--- config.mk ---
export PLATFORM = sky130hd
export DESIGN_NAME = disparity_accumulate_flat
export DESIGN_NICKNAME = d
export VERILOG_FILES = /design/src/rtl/disparity_accumulate_if.sv /design/src/rtl/disparity_accumulate.sv /design/src/flat_wrapper.sv
export SDC_FILE = /design/constraint.sdc
export NUM_CORES = 1
export LEC_CHECK = 0
export ABC_CLOCK_PERIOD_IN_PS = 6000
export BUFFER_PORTS_ARGS = -buffer_cell sky130_fd_sc_hd__buf_2
export CAP_MARGIN = 20
export CORE_ASPECT_RATIO = 0.9
export CORE_MARGIN = 4
export CORE_UTILIZATION = 60
export DETAILED_ROUTE_END_ITERATION = 12
export PLACE_DENSITY = 0.82
export SKIP_CTS_REPAIR_TIMING = 1
export SLEW_MARGIN = 10
export SYNTH_ARGS = -nofsm -noshare
export SYNTH_HDL_FRONTEND = slang
export SYNTH_SLANG_ARGS = --single-unit
--- constraint.sdc ---
create_clock -name clock -period 6 [get_ports clock]
set_clock_uncertainty 0.1 [all_clocks]
set_input_delay 0.6 -clock clock [delete_from_list [all_inputs] [get_ports clock]]
set_output_delay 0.6 -clock clock [all_outputs]
set_load 0.01 [all_outputs]
--- src/rtl/disparity_accumulate_if.sv ---
// Bundle of the streaming signals around disparity_accumulate.
//
// Handshake semantics (both channels): a transfer happens on a rising clock
// edge where valid && ready are both high. A producer holding valid must keep
// its payload stable until that edge; ready may depend combinationally on the
// consumer's state and on the opposite channel's ready, never on valid.
//
// Signals:
//   frame_start    upstream -> block, one-cycle pulse, drops partial pixel
//   in_valid       upstream -> block, group winner present
//   in_ready       block -> upstream, beat accepted when in_valid && in_ready
//   in_disparity   upstream -> block, disparity of group winner
//   in_window_sum  upstream -> block, window sum of group winner
//   out_valid      block -> downstream, result held in output register
//   out_ready      downstream -> block, result consumed when out_valid && out_ready
//   out_disparity  block -> downstream, disparity with minimum window sum
//   out_window_sum block -> downstream, that minimum window sum
//   out_confident  block -> downstream, runner-up margin >= threshold
interface disparity_accumulate_if #(
  parameter int DISP_W = 6,
  parameter int WS_W   = 14
);
  logic              frame_start;
  logic              in_valid;
  logic              in_ready;
  logic [DISP_W-1:0] in_disparity;
  logic [WS_W-1:0]   in_window_sum;
  logic              out_valid;
  logic              out_ready;
  logic [DISP_W-1:0] out_disparity;
  logic [WS_W-1:0]   out_window_sum;
  logic              out_confident;

  // Driver side: the upstream comparator tree plus the downstream consumer.
  modport master (
    output frame_start, in_valid, in_disparity, in_window_sum, out_ready,
    input  in_ready, out_valid, out_disparity, out_window_sum, out_confident
  );

  // Accumulator side.
  modport slave (
    input  frame_start, in_valid, in_disparity, in_window_sum, out_ready,
    output in_ready, out_valid, out_disparity, out_window_sum, out_confident
  );
endinterface

--- src/rtl/disparity_accumulate.sv ---
// Streaming per-pixel disparity accumulator.
//
// Takes NUM_GROUPS group winners per pixel, tracks the smallest window sum
// (earliest wins ties) and the runner-up, and presents the pixel result in a
// one-entry output register with valid/ready backpressure.
//
// Ports:
//   clock  single clock, rising edge
//   reset  synchronous, active-high
//   bus    disparity_accumulate_if.slave (input beats, frame_start, output result)
module disparity_accumulate #(
  parameter int unsigned     NUM_GROUPS  = 16,
  parameter int unsigned     WS_W        = 14,
  parameter int unsigned     DISP_W      = 6,
  parameter logic [WS_W-1:0] CONF_THRESH = WS_W'(64)
) (
  input logic                    clock,
  input logic                    reset,
  disparity_accumulate_if.slave  bus
);

  localparam int unsigned     CNT_W = (NUM_GROUPS > 1) ? $clog2(NUM_GROUPS) : 1;
  localparam logic [CNT_W-1:0] LAST_GRP = CNT_W'(NUM_GROUPS - 1);
  localparam logic [WS_W-1:0]  WS_ONES  = '1;

  // Accumulator state
  logic [CNT_W-1:0]  grp_cnt;
  logic [WS_W-1:0]   best_ws;
  logic [DISP_W-1:0] best_disp;
  logic [WS_W-1:0]   second_ws;

  // Output register
  logic              out_valid_q;
  logic [DISP_W-1:0] out_disp_q;
  logic [WS_W-1:0]   out_ws_q;
  logic              out_conf_q;

  // Combinational next values
  logic              in_ready_c;
  logic              accept;
  logic [CNT_W-1:0]  eff_cnt;
  logic              first_beat;
  logic              last_beat;
  logic [WS_W-1:0]   nxt_best_ws;
  logic [DISP_W-1:0] nxt_best_disp;
  logic [WS_W-1:0]   nxt_second_ws;
  logic [WS_W-1:0]   margin;
  logic              nxt_conf;

  always_comb begin
    // Stall only while a result is stuck in the output register.
    in_ready_c    = !reset && !(out_valid_q && !bus.out_ready);
    accept        = bus.in_valid && in_ready_c;
    // A frame_start beat is treated as the first group of a fresh pixel.
    eff_cnt       = bus.frame_start ? '0 : grp_cnt;
    first_beat    = (eff_cnt == '0);
    last_beat     = (eff_cnt == LAST_GRP);

    nxt_best_ws   = best_ws;
    nxt_best_disp = best_disp;
    nxt_second_ws = second_ws;
    if (first_beat) begin
      nxt_best_ws   = bus.in_window_sum;
      nxt_best_disp = bus.in_disparity;
      nxt_second_ws = WS_ONES;
    end else if (bus.in_window_sum < best_ws) begin
      nxt_second_ws = best_ws;
      nxt_best_ws   = bus.in_window_sum;
      nxt_best_disp = bus.in_disparity;
    end else if (bus.in_window_sum < second_ws) begin
      nxt_second_ws = bus.in_window_sum;
    end

    // second >= best always holds, so the subtract cannot wrap.
    margin   = nxt_second_ws - nxt_best_ws;
    nxt_conf = (margin >= CONF_THRESH);
  end

  always_ff @(posedge clock) begin
    if (reset) begin
      grp_cnt     <= '0;
      best_ws     <= WS_ONES;
      best_disp   <= '0;
      second_ws   <= WS_ONES;
      out_valid_q <= 1'b0;
      out_disp_q  <= '0;
      out_ws_q    <= '0;
      out_conf_q  <= 1'b0;
    end else begin
      if (accept) begin
        grp_cnt   <= last_beat ? '0 : eff_cnt + CNT_W'(1);
        best_ws   <= nxt_best_ws;
        best_disp <= nxt_best_disp;
        second_ws <= nxt_second_ws;
      end else if (bus.frame_start) begin
        grp_cnt <= '0;
      end

      // A final beat wins over a simultaneous consume.
      if (accept && last_beat) begin
        out_valid_q <= 1'b1;
        out_disp_q  <= nxt_best_disp;
        out_ws_q    <= nxt_best_ws;
        out_conf_q  <= nxt_conf;
      end else if (bus.out_ready) begin
        out_valid_q <= 1'b0;
      end
    end
  end

  assign bus.in_ready       = in_ready_c;
  assign bus.out_valid      = out_valid_q;
  assign bus.out_disparity  = out_disp_q;
  assign bus.out_window_sum = out_ws_q;
  assign bus.out_confident  = out_conf_q;

endmodule

--- src/flat_wrapper.sv ---
// flat-port wrapper written by rule: the top's interface ports become plain ports
module disparity_accumulate_flat 
#(
  parameter int unsigned     NUM_GROUPS  = 16,
  parameter int unsigned     WS_W        = 14,
  parameter int unsigned     DISP_W      = 6,
  parameter logic [WS_W-1:0] CONF_THRESH = WS_W'(64)
)
  (clock, reset, bus_frame_start, bus_in_valid, bus_in_disparity, bus_in_window_sum, bus_out_ready, bus_in_ready, bus_out_valid, bus_out_disparity, bus_out_window_sum, bus_out_confident);
  disparity_accumulate_if #(.DISP_W(DISP_W), .WS_W(WS_W)) bus_i ();
  input logic clock;
  input logic reset;
  input wire logic [$bits(bus_i.frame_start)-1:0] bus_frame_start;
  input wire logic [$bits(bus_i.in_valid)-1:0] bus_in_valid;
  input wire logic [$bits(bus_i.in_disparity)-1:0] bus_in_disparity;
  input wire logic [$bits(bus_i.in_window_sum)-1:0] bus_in_window_sum;
  input wire logic [$bits(bus_i.out_ready)-1:0] bus_out_ready;
  output wire logic [$bits(bus_i.in_ready)-1:0] bus_in_ready;
  output wire logic [$bits(bus_i.out_valid)-1:0] bus_out_valid;
  output wire logic [$bits(bus_i.out_disparity)-1:0] bus_out_disparity;
  output wire logic [$bits(bus_i.out_window_sum)-1:0] bus_out_window_sum;
  output wire logic [$bits(bus_i.out_confident)-1:0] bus_out_confident;
  assign bus_i.frame_start = bus_frame_start;
  assign bus_i.in_valid = bus_in_valid;
  assign bus_i.in_disparity = bus_in_disparity;
  assign bus_i.in_window_sum = bus_in_window_sum;
  assign bus_i.out_ready = bus_out_ready;
  assign bus_in_ready = bus_i.in_ready;
  assign bus_out_valid = bus_i.out_valid;
  assign bus_out_disparity = bus_i.out_disparity;
  assign bus_out_window_sum = bus_i.out_window_sum;
  assign bus_out_confident = bus_i.out_confident;
  disparity_accumulate #(.NUM_GROUPS(NUM_GROUPS), .WS_W(WS_W), .DISP_W(DISP_W), .CONF_THRESH(CONF_THRESH)) u_core (.clock(clock), .reset(reset), .bus(bus_i));
endmodule
# == Word level (Yosys, flattened, before mapping) ==
# Index checks and enable logic that the tools add are counted.
# op_classes
mux,12
addsub,2
n_eq_ne,1
n_reduce_logical,9
magnitude_cmp,3
# ops
op,count
14-bit 2-to-1 mux,5
14-bit < comparator,2
14-bit by 7-bit greater-or-equal comparator with 1-bit output (second input constant),1
14-bit subtractor,1
4-bit 2-to-1 mux,3
6-bit 2-to-1 mux,2
4-bit by 1-bit adder with 4-bit output (second input constant),1
4-bit == test (second input constant),1
1-bit logical AND,4
4-bit logical NOT,1
1-bit logical NOT,3
1-bit 2-to-1 mux,2
2-bit nonzero test,1
# word_totals
wordCells,35
inputBits,25
regBits,60
out_inout_bits,23

# == Longest topological paths before layout ==
# Gate-level depths: netlist of the first run.
# depth
word_depth,7
mapped_depth,18
ltp_nobuf,16

# == Worst setup path after synthesis of the first run ==
# OpenSTA, ideal clock, no wires.
# synth_timing
path_kind,input -> register
startpoint,input bus_in_window_sum[4]
endpoint,register u_core.out_conf_q (netlist: u_core.bus.out_confident)
path_buffers,2
required_time_ns,5.780
setup_ns,0.120
path_stages,16
setup_slack_ns,1.911
arrival_ns,3.869
path_cell_list,ha_1 a21o_1 a221oi_2 o31a_1 buf_6 buf_4 nor3_1 a21oi_1 ha_1 nor2b_4 o31ai_2 a22oi_2 a211o_1 a2111oi_2 o221ai_1 o31a_1
# synth_via
elab_chain_cells,6
# synth_lines
element,line_no,text
from (decl),flat_wrapper.sv:16,input wire logic [$bits(bus_i.in_window_sum)-1:0] bus_in_window_sum;
14-bit < comparator,disparity_accumulate.sv:70,end else if (bus.in_window_sum < second_ws) begin
14-bit 2-to-1 mux,disparity_accumulate.sv:70,
14-bit 2-to-1 mux,disparity_accumulate.sv:66,end else if (bus.in_window_sum < best_ws) begin
14-bit 2-to-1 mux,disparity_accumulate.sv:62,if (first_beat) begin
14-bit subtractor *,disparity_accumulate.sv:75,margin = nxt_second_ws - nxt_best_ws;
14-bit by 7-bit greater-or-equal comparator with 1-bit output *,disparity_accumulate.sv:76,nxt_conf = (margin >= CONF_THRESH);
to (signal assigned),disparity_accumulate.sv:104,out_conf_q <= nxt_conf;
to (decl),disparity_accumulate.sv:36,logic out_conf_q;
# Mark *: on every way between the ends. The rest lies on a longest branch, timed or not.
# A chain may end at the register's enable or synchronous reset.

# == Worst setup path in the final report of the first run ==
# layout_timing
startpoint,register u_core.best_ws[13]
endpoint,register u_core.out_conf_q (netlist: u_core.bus.out_confident)
# layout_via
elab_chain_cells,5
# layout_lines
element,line_no,text
from (decl),disparity_accumulate.sv:28,logic [WS_W-1:0] best_ws;
from (signal assigned),disparity_accumulate.sv:92,best_ws <= nxt_best_ws;
14-bit < comparator,disparity_accumulate.sv:66,
14-bit 2-to-1 mux,disparity_accumulate.sv:66,
14-bit 2-to-1 mux,disparity_accumulate.sv:62,
net u_core.nxt_second_ws[7],disparity_accumulate.sv:46,logic [WS_W-1:0] nxt_second_ws;
14-bit subtractor,disparity_accumulate.sv:75,
14-bit by 7-bit greater-or-equal comparator with 1-bit output,disparity_accumulate.sv:76,
# The timed path passes the listed nets, and every way through them passes these cells.

==> results.yml, run 1 <==
hold_path:
  hp-class: "input pin to flip-flop"
  min_to: "u_core.best_disp[5]"
  min-delay-start: "bus_in_disparity[5]"
  worstHoldPathCells: 3
synthesis:
  synth_top_family_by_area: "compound AO/OA/AOI/OAI gates"
  yosysUniqueCellTypes: 52
  yosys.area.top_type: "dfxtp_1"
  synth_mux_area_frac: 0.0256
  synth.most_common_cell: "dfxtp_1"
  syn_area_per_cell_sq_um: 8.25
  synth-adder-area-share: 0.126
  synth_nets: 558
  synth-simple-area-share: 0.188
  syn_area_sq_mm: 0.00406
  synth_edf_count: 0
  synth_xor_area_frac: 0.00863
  syn_inst: 492
  yosysSeqAreaShare: 0.296
  synthTopCellsByCount: "dfxtp_1, a21oi_1, ha_1"
  ys_warn_count: 0
  async_reset_ff_frac: 0
  synth_compound_area_frac: 0.293
  synthTopCellsByArea: "dfxtp_1, ha_1, a21oi_1, o211ai_1, o21ai_1"
  ys_seq_elements: 60
  ys.flop_type: "dfxtp_1"
  synth_top_area_frac: 0.296
pwr:
  p_switching_uw: 313
  clock_power_share: 0.337
  swShare: 0.318
  ir_worst_vdd_mv: 0.156
  p_leak_nw: 2.04
  power.density_mw_per_mm2: 218
  internal-power_uw: 671
  pwr-share-comb: 0.235
  seq_power_share: 0.428
timing:
  slew_viol_final: 0
  post-route-period-util: 0.770
  tns_ps: 0
  max-slew-margin-rel: 0.349
  max_freq_ghz: 0.217
  rsz0062_at_grt: "no"
  hold_viol: 0
  setup_viol: 0
  period_minus_slack_ps: 4620
  worst-slew-pin-transition_ps: 976
grt:
  grt_pass1_wl_um: 17400
  first_global_vias: 3703
  antenna_found_initial: 0
  grt_max_degree: 63
  grt_use_total: 0.271
  overflow: 0
clock_network:
  clk_pin_slew_ps: 70
  cts.sink_count: 60
  cts_root_buf: "clkbuf_8"
  worstSkewPairLatency_ps: 340
  cts_tree: "built"
  cts_buffers: 9
  cts_buffer_depth: 2
  h-tree-depth: 3
die:
  top_level_ports: 48
  die_w_um: 94.7
  dieHeight_um: 86.0
  start_util: 0.616
  rows: 28
  die_area_sq_mm: 0.00815
  core_area_sq_mm: 0.00659
place:
  dp.cells: 609
  dp_hpwl_um: 7340
  gp_congestion: 0.991
  port_buffers: 47
layout:
  area_growth_pct: 11.2
  multiInputGateArea_sq_mm: 0.00260
  fin_nets: 596
  num_antenna_cells: 0
  post_route_cells_drive_above_1_share: 0.167
  nFillCells: 557
  seqCellArea_sq_mm: 0.00120
  fin_cells: 624
drt:
  viasPerCell: 6.01
  via_count: 3751
  routedWlPerCell_um: 16.6
  drt_first_pass_iters: 4
  drc: 0
  drt_iter0_drc: 228
  ant_nets: 0
  routed_wirelength_um: 10400
run_status:
  status: "finished clean"
critical_path:
  critPathMaxStageDelay_ps: 620
  cp.required_ps: 6130
  crit_family: "compound AO/OA/AOI/OAI gates"
  cp_max_fo: 17
  ff2ff_setup_slack_ps: 1380
  slowest_stage: "o31a_1"
  critPathCaptureType: "flip-flop"
  crit_arrival_ps: 4750
  regToRegStartpoint: "u_core.best_ws[13]"
  rr_worst_depth: 16
  crit_type: "flip-flop to flip-flop"
  crit_chain: "inv_1, ha_1, a21oi_1, o21ai_0, a21oi_1, o31a_1, buf_4, nand2_1, a21o_1, ha_1, and2_1, o21a_1, a211o_1, a2111oi_2, o221ai_1, o31a_1"
  critPathBufInv: 2
  cp-start-kind: "flip-flop"
  rr_endpoint: "u_core.bus.out_confident"
job:
  cap_violations: 0
==> sequential cells by signal, summed over array words and instances (netlist names) <==
register,count
u_core.best_ws,14
u_core.bus.out_disparity,6
u_core.second_ws,14
u_core.bus.out_window_sum,14
u_core.grp_cnt,4
u_core.bus.out_confident,1
u_core.bus.out_valid,1
u_core.best_disp,6
==> cells in the final DEF, fill, tap and decap left out, types with 12 or more instances in the layout <==
cell type   n
ha_1       41
o211ai_1   26
nand2b_1   12
a21oi_1    44
nor2_1     16
nand2_1    40
o21a_1     15
inv_1      31
a21o_1     15
dfxtp_1    60
o21ai_1    37
nand3b_1   20
buf_2      47
o21ai_0    14
or3_1      13
nor3_1     16
==> power groups by stage <==
| stage | logic (mW) | registers, mW | clock network [mW] |
|---|---|---|---|
| 2_1_floorplan | 0.172 | 0.428 | 0 |
| 3_3_place_gp | 0.218 | 0.429 | 0 |
| 3_5_place_dp | 0.226 | 0.430 | 0 |
| 4_1_cts | 0.228 | 0.421 | 0.338 |
| 5_1_grt | 0.259 | 0.422 | 0.354 |
| 6_report | 0.231 | 0.421 | 0.331 |
==> cells by family (layout without fill, tap and decap cells) <==
| kind of cell | Yosys count | after routing |
|---|---|---|
| AND/OR/NAND/NOR | 141 | 141 |
| AO/OA/AOI/OAI | 176 | 176 |
| flip-flops | 60 | 60 |
| multiplexers | 10 | 10 |
| XOR/XNOR | 4 | 4 |
| buffers and inverters | 60 | 102 |
| adder cells (fa/ha/maj) | 41 | 41 |
==> metrics by stage <==
stage	total power [mW]	area (sq um)	setup slack, ps	utilization	hold slack (ps)
6_report	0.983	4510	1380	0.685	365
5_1_grt	1.03	4510	1120	0.685	362
4_1_cts	0.986	4510	1450	0.685	359
3_5_place_dp	0.656	4340	1230	0.658	363
3_3_place_gp	0.647	4340	1360	0.658	352
2_1_floorplan	0.600	4060	1910	-	342
==> routing by layer <==
metal	vias to the layer above	GRT usage	wire length, um
li1	1864	-	-
met1	1774	0.330	4580
met2	89	0.465	5040
met3	24	0.0623	490
met4	0	0.101	254
met5	-	0	0
==> worst max path at each step <==
| stage | start | end | slack (ps) | cells past startpoint |
|---|---|---|---|---|
| global route | u_core.best_ws[13] | u_core.bus.out_confident | 1120 | 16 |
| global placement | bus_in_window_sum[2] | u_core.bus.out_confident | 1360 | 16 |
| finish | u_core.best_ws[13] | u_core.bus.out_confident | 1380 | 16 |
| floorplan | bus_in_window_sum[4] | u_core.bus.out_confident | 1910 | 16 |
| CTS | u_core.best_ws[13] | u_core.bus.out_confident | 1450 | 16 |
| detailed placement | bus_in_window_sum[9] | u_core.bus.out_confident | 1230 | 16 |
==> worst min-delay path: stages <==
cell,delay (ps)
buf_2,90
nand2_1,40
o21ai_0,50
==> area by class of cell <==
| class | instances | area share |
|---|---|---|
| Multi-Input combinational cell | 372 | 0.577 |
| Sequential cell | 60 | 0.266 |
| Timing Repair Buffer | 56 | 0.0671 |
| Clock buffer | 11 | 0.0335 |
| Inverter | 31 | 0.0258 |
| Tap cell | 90 | 0.0250 |
| Clock inverter | 4 | 0.00554 |
No activity file was read; power rests on OpenSTA's default activity.
==> inputs of run 2 (changes only) <==
--- a/config.mk
+++ b/config.mk
@@ -5,14 +5,15 @@
 export SDC_FILE = /design/constraint.sdc
 export NUM_CORES = 1
 export LEC_CHECK = 0
-export ABC_CLOCK_PERIOD_IN_PS = 6000
+export ABC_AREA = 1
+export ABC_CLOCK_PERIOD_IN_PS = 4100
 export BUFFER_PORTS_ARGS = -buffer_cell sky130_fd_sc_hd__buf_2
 export CAP_MARGIN = 20
 export CORE_ASPECT_RATIO = 0.9
 export CORE_MARGIN = 4
-export CORE_UTILIZATION = 60
+export CORE_UTILIZATION = 53
 export DETAILED_ROUTE_END_ITERATION = 12
-export PLACE_DENSITY = 0.82
+export PLACE_DENSITY = 0.76
 export SKIP_CTS_REPAIR_TIMING = 1
 export SLEW_MARGIN = 10
 export SYNTH_ARGS = -nofsm -noshare
==> constraint.sdc (replaced) <==
create_clock -name clock -period 4.1 [get_ports clock]
set_clock_uncertainty 0.1 [all_clocks]
set_input_delay 0.41 -clock clock [delete_from_list [all_inputs] [get_ports clock]]
set_output_delay 0.41 -clock clock [all_outputs]
set_load 0.01 [all_outputs]
==> run 2 against run 1 <==
  * Maximum frequency rose by 25%
  * Die area increased by 13%
  * First-iteration DRC count increased by 23%
  * Critical path depth rose by 7
  * Highest routed layer unchanged
  * Non-clock buffer count stayed put
  * Worst hold slack worse by 160 ps
==> results.yml, run 2 <==
drt:
  via_count: 4020
  drt_iter0_drc: 281
  viasPerCell: 5.40
  ant_nets: 0
  drc: 0
  drt_first_pass_iters: 5
  routed_wirelength_um: 10300
  routedWlPerCell_um: 13.9
synthesis:
  synthTopCellsByArea: "dfxtp_1, ha_1, nand2_1, inv_1, nand3_1"
  ys_seq_elements: 60
  ys_warn_count: 0
  syn_area_per_cell_sq_um: 6.82
  yosysSeqAreaShare: 0.294
  synth_top_area_frac: 0.294
  syn_inst: 600
  synth.most_common_cell: "nand2_1"
  synth_nets: 666
  async_reset_ff_frac: 0
  syn_area_sq_mm: 0.00409
  synthTopCellsByCount: "nand2_1, inv_1, dfxtp_1"
  yosysUniqueCellTypes: 33
  synth_edf_count: 0
  ys.flop_type: "dfxtp_1"
  yosys.area.top_type: "dfxtp_1"
run_status:
  status: "finished clean"
layout:
  layout_common_cells: "nand2_1, inv_1, dfxtp_1"
  area_growth_pct: 13.2
  num_antenna_cells: 0
  layout_commonest_cell: "nand2_1"
  post_route_cells_drive_above_1_share: 0.146
  fin_cells: 745
  fin_nets: 710
clock_network:
  h-tree-depth: 3
  cts_root_buf: "clkbuf_8"
  cts_tree: "built"
  cts_buffer_depth: 2
  worstSkewPairLatency_ps: 360
  cts.sink_count: 60
  clk_pin_slew_ps: 80
  cts_buffers: 9
timing:
  hold_viol: 0
  slew_viol_final: 0
  max-slew-margin-rel: 0.587
  worst-slew-pin-transition_ps: 618
  max_freq_ghz: 0.271
  setup_viol: 0
  post-route-period-util: 0.900
  period_minus_slack_ps: 3690
grt:
  antenna_found_initial: 0
  grt_pass1_wl_um: 17500
  first_global_vias: 3764
  grt_use_total: 0.236
  overflow: 0
  grt_max_degree: 30
place:
  port_buffers: 47
  dp.cells: 728
  gp_congestion: 0.922
  dp_hpwl_um: 7550
critical_path:
  critPathCaptureType: "flip-flop"
  cp_max_fo: 13
  crit_arrival_ps: 3850
  cp-start-kind: "flip-flop"
  crit_type: "flip-flop to flip-flop"
  cp.required_ps: 4260
die:
  start_util: 0.542
  die_area_sq_mm: 0.00919
  top_level_ports: 48
  core_area_sq_mm: 0.00754
  dieHeight_um: 91.4
  die_w_um: 101
  rows: 30
hold_path:
  hp-class: "input pin to flip-flop"
pwr:
  power.density_mw_per_mm2: 322
  p_leak_nw: 2.46
  total_power_mw: 1.49
  ir_worst_vdd_mv: 0.286
job:
  cap_violations: 0
## run 2: cell count changes after synthesis, sizes merged, moves of 11 or more
cell    change
o21a       -16
a21o       -15
o21ai      -14
nor2       +24
nand3      +51
nand3b     -18
a21oi      -11
nand2b     -12
or3        -13
inv        +82
o22ai      +22
nand2      +94
nor3       -14
## run 2: critical path, stage by stage (launching register included)
cell and delay (ps):
dfxtp_1 340, inv_1 60, ha_1 290, nand2_1 70, nand2_1 70, nand2_1 60, nand2_1 70, a21oi_2 360
nand2_4 210, o211ai_1 210, o211ai_1 130, ha_1 370, nand2_1 130, inv_1 50, a21oi_1 290, nand3_1 130
nand2_1 70, nand2_1 50, nor2_1 100, nand3_1 80, nor2_1 100, nand3_1 70, nor2_1 120, nor2_1 50
## run 2: logic make-up (layout without fill, tap and decap cells)
| logic type | after synthesis | in the layout | synth area share |
|---|---|---|---|
| compound gates | 127 | 127 | 0.199 |
| simple gates | 235 | 236 | 0.241 |
| flops | 60 | 60 | 0.294 |
| buf+inv | 137 | 185 | 0.141 |
| fa+ha+maj | 41 | 41 | 0.125 |
## run 2: layer usage
| layer | vias to the layer above | wire length, um | track usage | share of wire |
|---|---|---|---|---|
| met5 | - | 0 | 0 | 0 |
| met4 | 0 | 184 | 0.0920 | 0.018 |
| met3 | 16 | 673 | 0.0545 | 0.065 |
| met2 | 122 | 4710 | 0.368 | 0.46 |
| met1 | 1826 | 4780 | 0.313 | 0.46 |
| li1 | 2056 | - | - | - |
## run 2: layout make-up
type	instances	area, sq um
Inverter	113	424
Fill cell	683	2910
Multi-Input combinational cell	404	2340
Clock inverter	7	100
Clock buffer	9	124
Timing Repair Buffer	56	323
Tap cell	96	120
Sequential cell	60	1200
## run 2: path summary, 6_finish.rpt
| check | startpoint | endpoint | slack, ps | cells after the start |
|---|---|---|---|---|
| max | u_core.second_ws[7] | u_core.bus.out_confident | 410 | 23 |
| min | reset | u_core.bus.out_valid | 200 | 2 |
| max reg2reg | u_core.second_ws[7] | u_core.bus.out_confident | 410 | 23 |
| min reg2reg | u_core.bus.out_window_sum[7] | u_core.bus.out_window_sum[7] | 380 | 2 |
## run 2: power breakdown
group          switching [mW]  internal [mW]
clock network           0.262          0.346
registers             0.00857          0.601
logic                   0.180         0.0957
total                   0.450           1.04
## run 2: through the flow
step	setup WS [ps]	hold slack, ps	setup TNS, ps	area [sq um]	util
2_1_floorplan	910	347	0	4090	-
3_3_place_gp	324	358	0	4350	0.577
3_5_place_dp	274	362	0	4380	0.581
4_1_cts	405	203	0	4610	0.610
5_1_grt	-4.80	224	-4.80	4630	0.614
6_report	410	203	0	4630	0.614
